### src/rtl/fixed_point_addsub_pipe.sv
// Pipelined signed add/subtract with valid/ready flow, overflow flag and a saturating overflow counter.
// Define FIXED_POINT_SAT_EN to build in the per-transaction saturation mux.
module fixed_point_addsub_pipe #(
   parameter int WIDTH  = 32,
   parameter int FRAC   = 16,
   parameter int STAGES = 2,
   parameter int CNT_W  = 16
) (
   input  logic             clk,
   input  logic             reset,
   input  logic             in_valid,
   output logic             in_ready,
   input  logic [WIDTH-1:0] op1,
   input  logic [WIDTH-1:0] op2,
   input  logic             sub,
   input  logic             sat,
   output logic             out_valid,
   input  logic             out_ready,
   output logic [WIDTH-1:0] result,
   output logic             overflow,
   output logic [CNT_W-1:0] ovf_count,
   input  logic             ovf_clear
);

   // FRAC only documents the binary point; the arithmetic does not depend on it.
   localparam int FRAC_UNUSED = FRAC;

   logic              adv;
   logic [STAGES-1:0] vld;
   logic [WIDTH-1:0]  a_s;
   logic [WIDTH-1:0]  b_s;
   logic              sub_s;
   logic              sat_s;
   logic [WIDTH-1:0]  sum;
   logic              ovf_n;
   logic [WIDTH-1:0]  res_n;

   assign adv       = !out_valid | out_ready;
   assign in_ready  = adv;
   assign out_valid = vld[STAGES-1];

   always_ff @(posedge clk) begin
      if (reset) begin
         vld <= '0;
      end else if (adv) begin
         vld[0] <= in_valid;
         for (int i = 1; i < STAGES; i++) begin
            vld[i] <= vld[i-1];
         end
      end
   end

   // Operands ride through STAGES-1 registers; the last stage computes and holds the result.
   generate
      if (STAGES == 1) begin : g_direct
         assign a_s   = op1;
         assign b_s   = op2;
         assign sub_s = sub;
         assign sat_s = sat;
      end else begin : g_opnd
         logic [WIDTH-1:0] a_q   [STAGES-1];
         logic [WIDTH-1:0] b_q   [STAGES-1];
         logic             sub_q [STAGES-1];
         logic             sat_q [STAGES-1];

         always_ff @(posedge clk) begin
            if (adv) begin
               a_q[0]   <= op1;
               b_q[0]   <= op2;
               sub_q[0] <= sub;
               sat_q[0] <= sat;
               for (int i = 1; i < STAGES-1; i++) begin
                  a_q[i]   <= a_q[i-1];
                  b_q[i]   <= b_q[i-1];
                  sub_q[i] <= sub_q[i-1];
                  sat_q[i] <= sat_q[i-1];
               end
            end
         end

         assign a_s   = a_q[STAGES-2];
         assign b_s   = b_q[STAGES-2];
         assign sub_s = sub_q[STAGES-2];
         assign sat_s = sat_q[STAGES-2];
      end
   endgenerate

   always_comb begin
      sum   = a_s + (sub_s ? ~b_s : b_s) + {{(WIDTH-1){1'b0}}, sub_s};
      ovf_n = 1'b0;
      if (sub_s) begin
         ovf_n = (a_s[WIDTH-1] != b_s[WIDTH-1]) & (sum[WIDTH-1] == b_s[WIDTH-1]);
      end else begin
         ovf_n = (a_s[WIDTH-1] == b_s[WIDTH-1]) & (sum[WIDTH-1] != a_s[WIDTH-1]);
      end
   end

`ifdef FIXED_POINT_SAT_EN
   always_comb begin
      res_n = sum;
      if (sat_s && ovf_n) begin
         res_n = a_s[WIDTH-1] ? {1'b1, {(WIDTH-1){1'b0}}} : {1'b0, {(WIDTH-1){1'b1}}};
      end
   end
`else
   logic sat_unused;
   assign sat_unused = sat_s;
   assign res_n      = sum;
`endif

   always_ff @(posedge clk) begin
      if (reset) begin
         result   <= '0;
         overflow <= 1'b0;
      end else if (adv) begin
         result   <= res_n;
         overflow <= ovf_n;
      end
   end

   // Clear wins over a coincident overflow handshake; the count sticks at all-ones.
   always_ff @(posedge clk) begin
      if (reset || ovf_clear) begin
         ovf_count <= '0;
      end else if (out_valid && out_ready && overflow && (ovf_count != {CNT_W{1'b1}})) begin
         ovf_count <= ovf_count + 1'b1;
      end
   end

endmodule

### config.mk
export PLATFORM = sky130hd
export DESIGN_NAME = fixed_point_addsub_pipe
export DESIGN_NICKNAME = d
export VERILOG_FILES = /design/src/rtl/fixed_point_addsub_pipe.sv
export SDC_FILE = /design/constraint.sdc
export NUM_CORES = 1
export LEC_CHECK = 0
export CAP_MARGIN = 5
export CELL_PAD_IN_SITES_DETAIL_PLACEMENT = 1
export CELL_PAD_IN_SITES_GLOBAL_PLACEMENT = 1
export CORE_ASPECT_RATIO = 1.2
export CORE_UTILIZATION = 45
export CTS_BUF_LIST = sky130_fd_sc_hd__clkbuf_4
export CTS_CLUSTER_DIAMETER = 80
export DETAILED_ROUTE_END_ITERATION = 8
export PLACE_DENSITY = 0.88
export SYNTH_ARGS = -nofsm -noshare
export SYNTH_HDL_FRONTEND = slang
export SYNTH_SLANG_ARGS = --single-unit
### constraint.sdc
create_clock -name clk -period 6.6 [get_ports clk]
set_clock_uncertainty 0.1 [all_clocks]
set_input_delay 1.32 -clock clk [delete_from_list [all_inputs] [get_ports clk]]
set_output_delay 1.32 -clock clk [all_outputs]
set_load 0.03 [all_outputs]
Yosys cells after proc, flatten, opt, wreduce, memory -nomap -nowiden
Memories as Yosys holds them, arrays and structs flattened.
Cells that the tools add are included.
{"block": "totals", "mem_bits_rw": 65, "mem_count": 3, "ff_bits": 51, "wordCells": 28}
{"block": "op_classes", "mux": 4, "bitwise_logic": 4, "eq_ne": 5, "n_reduce_logical": 5, "addsub": 3}
{"name": "g_opnd.a_q", "depth": 1, "width": 32, "read_ports": 1, "rd_clocked_by_memory_dff": 0, "wr": 1, "line": "61", "text": "logic [WIDTH-1:0] a_q [STAGES-1];"}
{"name": "g_opnd.b_q", "depth": 1, "width": 32, "read_ports": 1, "rd_clocked_by_memory_dff": 0, "wr": 1, "line": "62", "text": "logic [WIDTH-1:0] b_q [STAGES-1];"}
{"name": "g_opnd.sub_q", "depth": 1, "width": 1, "read_ports": 1, "rd_clocked_by_memory_dff": 0, "wr": 1, "line": "63", "text": "logic sub_q [STAGES-1];"}
{"op": "adder 32 x 1 -> 32 bit", "count": 1}
{"op": "adder 32 bit", "count": 1}
{"op": "2-to-1 mux 32 bit", "count": 1}
{"op": "NOT 32 bit", "count": 1}
{"op": "adder 16 x 1 -> 16 bit, second input constant", "count": 1}
{"op": "inequality test 16 bit, second input constant", "count": 1}
{"op": "logical AND 1 bit", "count": 3}
{"op": "2-to-1 mux 1 bit", "count": 3}
{"op": "AND 1 bit", "count": 2}
{"op": "equality test 1 bit", "count": 2}
{"op": "inequality test 1 bit", "count": 2}
{"op": "zero test 1 bit", "count": 1}
{"op": "logical OR 1 bit", "count": 1}
{"op": "OR 1 bit", "count": 1}

Depth between registers and ports, before layout
Gate-level depths: netlist (run 1).
{"block": "logic_depth", "word_depth": 7, "mapped_depth": 12, "mapped_depth_nobuf": 10}

Worst setup path after synthesis (run 1)
Ideal clock, no wire load.
{"block": "synth_path", "kind": "input to output", "start": "input port out_ready", "end": "output port in_ready", "arrival_ns": 3.943, "path_buffers": 2, "path_slack_ns": 1.237, "stages": 4, "path_cell_list": "nor2b_1 -> inv_1 -> clkbuf_1 -> buf_1"}
{"block": "synth_between", "elab_chain_cells": 1}
{"element": "start: declaration", "line": "18", "text": "input logic out_ready,"}
{"element": "OR 1 bit", "line": "38", "text": "assign adv = !out_valid | out_ready;"}
{"element": "end: declaration", "line": "12", "text": "output logic in_ready,"}
No other way between the ends.

Worst setup path after layout (run 1)
Ends and elaborated chain as after synthesis.

==> results of run 1 <==
area by class of cell:
class / instances / area, um^2
diodes: 1 / 2.50
clock buffers: 20 / 150
clock inverters: 12 / 208
fillers: 1408 / 5120
inverters: 5 / 18.8
multi-input cells: 430 / 2930
flip-flops and latches: 116 / 2970
well taps: 164 / 205
repair buffers: 124 / 1230
worst reg2reg max path: stages, from the launching register on:
cell and delay [ps]:
edfxtp_1 840, buf_4 460, xor2_1 240, inv_1 90, fa_1 420, nor2b_1 310, o21bai_4 120, a21oi_4 220
a211oi_4 130, nor4_1 410, nor3_1 100, a221o_1 290
per-stage QoR:
| step | instance area [um^2] | setup slack [ps] |
|---|---|---|
| global route | 7710 | 2260 |
| global placement | 7350 | 2310 |
| finish | 7710 | 2350 |
| CTS | 7710 | 2330 |
| floorplan | 6020 | 1240 |
| detailed placement | 7350 | 2190 |
cells by family (layout without fill, tap and decap cells):
group	Yosys count	count (layout)	share of synthesized area
adders and majority gates	32	32	0.0678
xor gates and xnor gates	64	64	0.0931
and+or+nand+nor	181	181	0.144
muxes	4	4	0.00665
buffers and inverters	29	161	0.0202
AOI/OAI and AO/OA	149	149	0.175
DFF	116	116	0.494
other	0	1	0
state kept, by name (all words and copies together) (netlist names):
name and count:
g_opnd.a_q 32, g_opnd.b_q 32, result 32, ovf_count 16
vld 2, g_opnd.sub_q 1, overflow 1
layer usage:
metal  share of wire  track usage  routed length [um]  vias to the layer above
li1                -            -                   -                     2348
met1            0.40        0.273                6530                     2419
met2            0.53        0.441                8700                      148
met3           0.041       0.0456                 663                       33
met4           0.025        0.127                 412                        0
met5               0            0                   0                        -
cells in the mapped netlist, types with 4 or more instances:
master	count	area, um^2
a211oi_1	7	52.6
a21o_1	14	105
a21oi_1	46	230
and2_1	4	25.0
and3_1	5	31.3
buf_1	4	15.0
buf_2	4	20.0
clkbuf_1	15	56.3
dfxtp_1	51	1020
edfxtp_1	65	1950
ha_1	31	388
inv_1	5	18.8
mux2i_1	4	40.0
nand2_1	63	236
nand2b_1	4	25.0
nand3_1	14	70.1
nand4_1	10	62.6
nor2_1	40	150
nor2b_1	5	31.3
nor3_1	17	85.1
o21a_1	8	60.1
o21ai_0	16	80.1
o21ai_1	14	70.1
or3_1	4	25.0
xnor2_1	19	166
xor2_1	45	394
cells in the final DEF (no fill, tap or decap), drive strengths merged, types with 4 or more instances in the layout:
master,instances
clkdlybuf4s50,120
edfxtp,65
nand2,63
dfxtp,51
a21oi,49
xor2,45
nor2,40
o21ai,32
ha,31
clkbuf,20
xnor2,19
nor3,18
nand3,15
a21o,14
nand4,10
a211oi,10
o21a,8
bufinv,6
and3,6
inv,6
nor2b,5
clkinv,5
mux2i,4
and2,4
or3,4
nand2b,4
buf,4
or2,4
o211ai,4
a21boi,4
power breakdown:
part / total (mW) / internal (mW) / switching (mW) / leakage, nW
logic: 0.706 / 0.293 / 0.413 / 1.61
clock network: 0.661 / 0.385 / 0.276 / 0.194
registers: 0.880 / 0.838 / 0.0414 / 1.10
total: 2.25 / 1.52 / 0.731 / 2.91
worst paths after layout:
check                                   to  cells past startpoint
worst max-delay path              in_ready                      5
worst min-delay path            result[17]                      2
worst max register to register  result[28]                     11
worst min register to register  result[17]                      2
==> impl_metrics.toml, run 1 <==
[drt]
ant_nets = 0
route.detailed.drc = 0
wirelength_mm = 16.3
drtPass1Iterations = 4
viasPerCell = 5.67
wl_per_cell_um = 18.7
vias = 4948
drt-initial-drc-count = 213

[die]
die-area_um2 = 13800
die_x_um = 108
core-area_um2 = 12800
io_pins = 122
dieHeight_um = 129
initial_core_util = 0.469
rows = 45

[timing]
slew_headroom = 0.320
fmax_ghz = 0.235
tightest_slew_ps = 1020
slew_viol_final = 0
fin_setup_tns_ps = 0
period_needed_ps = 4250
whs_ps = 353
period_share = 0.644
setup_viol = 0
rsz0062_at_grt = "no"
hold_viol = 0

[placed_design]
place_inst = 839
dp_hpwl_mm = 11.6
gp_congestion = 0.867
io_buffer_count = 120

[yosys]
syn_area_per_cell_um2 = 10.5
synthesis.nets = 678
syn_area_um2 = 6020
ys_warn_count = 0
syn_inst = 575
synthFlopType = "edfxtp_1"
synth_edf_count = 65
seq_area_frac_synth = 0.494
synth-async-reset-ratio = 0
ys_types = 67
ys_ff_latch = 116

[global_route]
antenna_found_initial = 1
grt_remaining_overflow = 0
grt_util_all_layers = 0.245
grt_pass1_vias = 5230
grt_pass1_wl_mm = 25.7
grt_max_degree = 85

[setup_path]
rrSetupSlack_ps = 2760
max_stage_delay_ps = 670
crit_top_cell = "clkdlybuf4s50_1"
crit_start = "out_ready"
worstPathMaxFanout = 22
cp.arrival_ps = 2830
critPathKind = "input port to primary output"
cp-end-kind = "primary output"
start_kind = "input port"
reg2reg_from = "g_opnd.sub_q[0]"
critPathTopFamily = "buffers and inverters"
critPathRequiredTime_ps = 5180
path_cells = "clkdlybuf4s50_1, nor2b_1, buf_4, inv_2, clkdlybuf4s50_1"
cpMaxStageDelayCell = "clkdlybuf4s50_1"
worst-path-buf-inv = 4

[pwr]
power_mw = 2.25
cellLeakagePower_nw = 2.91
p_per_area_nw_per_um2 = 291
peakVddDrop_mv = 0.164

[cells_and_area]
drive_gt1_frac = 0.0835
syn_to_final_growth_pct = 28.1
layout.nets = 797
final_cells = 872
post-route-util = 0.601

[clocking]
cts_root_buffer = "clkbuf_4"
post_cts_buffers = 0
cts_made_buffers = 17
cts_tree = "done"
cts.path.max_buffers = 2
htree_levels = 4
clk_pin_slew_ps = 90
cts_sinks = 116
insertion_delay_ps = 550
cts_resized = 0
holdBufCountCts = 0

[worst_hold_path]
hold_class = "register to register"
min-delay-start = "result[17]"

[flow_run]
drv_cap = 0

[run_status]
status = "completed"
Note: power is estimated with default switching activity, not from simulation.
==> run 2: changes to the inputs <==
--- a/config.mk
+++ b/config.mk
@@ -9,11 +9,11 @@
 export CELL_PAD_IN_SITES_DETAIL_PLACEMENT = 1
 export CELL_PAD_IN_SITES_GLOBAL_PLACEMENT = 1
 export CORE_ASPECT_RATIO = 1.2
-export CORE_UTILIZATION = 45
+export CORE_UTILIZATION = 37
 export CTS_BUF_LIST = sky130_fd_sc_hd__clkbuf_4
 export CTS_CLUSTER_DIAMETER = 80
 export DETAILED_ROUTE_END_ITERATION = 8
-export PLACE_DENSITY = 0.88
+export PLACE_DENSITY = 0.77
 export SYNTH_ARGS = -nofsm -noshare
 export SYNTH_HDL_FRONTEND = slang
 export SYNTH_SLANG_ARGS = --single-unit
==> constraint.sdc (replaced) <==
create_clock -name clk -period 3.9 [get_ports clk]
set_clock_uncertainty 0.1 [all_clocks]
set_input_delay 0.78 -clock clk [delete_from_list [all_inputs] [get_ports clk]]
set_output_delay 0.78 -clock clk [all_outputs]
set_load 0.03 [all_outputs]
==> impl_metrics.toml, run 2 (synthesis results as in run 1) <==
[timing]
hold_viol = 0
whs_ps = 360
fmax_ghz = 0.294
tightest_slew_ps = 694
period_share = 0.872
setup_viol = 0
fin_setup_tns_ps = 0
slew_viol_final = 0
rsz0062_at_grt = "no"
period_needed_ps = 3400
slew_headroom = 0.537

[clocking]
insertion_delay_ps = 550
cts_tree = "done"
cts_made_buffers = 17
holdBufCountCts = 0
cts_root_buffer = "clkbuf_4"
cts_resized = 0
post_cts_buffers = 0
cts_sinks = 116
htree_levels = 4
clk_pin_slew_ps = 110
cts.path.max_buffers = 2

[cells_and_area]
multi_input_area_um2 = 2930
n_fill_cell = 1777
syn_to_final_growth_pct = 28.6
final_cell_mix = "clkdlybuf4s50_1, edfxtp_1, nand2_1"
seq_area_um2 = 2970
final_cells = 921
layout.nets = 801
drive_gt1_frac = 0.0872
reg.largest.list = "g_opnd.a_q: 32 flops, g_opnd.b_q: 32 flops, result: 32 flops"
final_common_cell = "clkdlybuf4s50_1"

[setup_path]
start_kind = "register"
cp-end-kind = "register"
reg2reg_from = "g_opnd.sub_q[0]"
reg2regPathDepth = 10
cp.arrival_ps = 3730
critPathRequiredTime_ps = 4230
r2r_end = "result[24]"
cp-endpoint = "result[24]"
rrSetupSlack_ps = 500
crit_start = "g_opnd.sub_q[0]"
worstPathMaxFanout = 12
critPathKind = "register to register"

[placed_design]
io_buffer_count = 120
dp_hpwl_mm = 11.8
gp_congestion = 0.831
place_inst = 887

[global_route]
grt_pass1_wl_mm = 25.6
antenna_found_initial = 2
grt_util_all_layers = 0.195
grt_pass1_vias = 5202
grt_remaining_overflow = 0
grt_max_degree = 46

[pwr]
p_per_area_nw_per_um2 = 468
swShare = 0.333
peakVddDrop_mv = 0.222
p_seq_frac = 0.411
p_int_mw = 2.42
clockPowerShare = 0.265
switchingPower_mw = 1.21
cellLeakagePower_nw = 2.89
pwr-share-comb = 0.324

[drt]
wirelength_mm = 15.6
vias = 4848
wl_per_cell_um = 16.9
drt-initial-drc-count = 189
drtPass1Iterations = 6
ant_nets = 0
route.detailed.drc = 0
viasPerCell = 5.26

[run_status]
status = "completed"

[flow_run]
drv_cap = 0

[die]
core-area_um2 = 15800
io_pins = 122
die-area_um2 = 16800
die_x_um = 118
dieHeight_um = 142
initial_core_util = 0.382
rows = 50

[worst_hold_path]
hold_class = "register to register"
## run 2: cell count changes in the layout (fill, tap and decap cells not counted)
cell,delta
buf_4,+5
bufinv_16,-2
clkinv_2,+2
clkbuf_4,-2
diode_2,+1
clkinvlp_4,+1
clkinv_1,+2
inv_4,-1
clkdlybuf4s50_1,-1
## run 2: metal layers
metal	global-route usage	share of wire
met4	0.0720	0.014
met2	0.364	0.54
met1	0.216	0.41
met5	0	0
met3	0.0426	0.036
## run 2: layout make-up
| class | instances | area share |
|---|---|---|
| clock inverters | 14 | 0.0215 |
| flip-flops and latches | 116 | 0.384 |
| multi-input cells | 430 | 0.378 |
| well taps | 208 | 0.0336 |
| repair buffers | 128 | 0.163 |
| inverters | 5 | 0.00242 |
| diodes | 2 | 0.000646 |
| clock buffers | 18 | 0.0175 |
## run 2: through the flow
stage | instance area (um^2) | total power, mW | util | setup slack, ps
finish | 7740 | 3.63 | 0.491 | 500
global route | 7740 | 3.82 | 0.491 | 285
CTS | 7740 | 3.67 | 0.491 | 513
detailed placement | 7440 | 2.69 | 0.472 | 555
global placement | 7440 | 2.66 | 0.472 | 577
floorplan | 6030 | 2.27 | - | 625
## run 2: power by group through the flow
stage / Combinational (mW) / Sequential [mW] / Clock [mW]
6_report: 1.17 / 1.49 / 0.962
5_1_grt: 1.27 / 1.50 / 1.04
4_1_cts: 1.18 / 1.49 / 0.995
3_5_place_dp: 1.17 / 1.52 / 0
3_3_place_gp: 1.14 / 1.52 / 0
2_1_floorplan: 0.625 / 1.65 / 0
## run 2: critical path: stages, from the launching register on
cell      delay [ps]
edfxtp_1         760
xor2_1           260
inv_1             90
fa_1             410
nor2b_1          350
o21bai_4         120
a21oi_4          230
a211oi_4         130
nor4b_1          380
o21ai_0          150
a32o_1           290
## run 2: how the worst min path moves through the flow
stage / from / end / cells after the start
2_1_floorplan: vld[0] / vld[0] / 2
3_3_place_gp: result[31] / result[31] / 2
3_5_place_dp: result[19] / result[19] / 2
4_1_cts: result[19] / result[19] / 2
5_1_grt: result[19] / result[19] / 2
6_report: result[19] / result[19] / 2
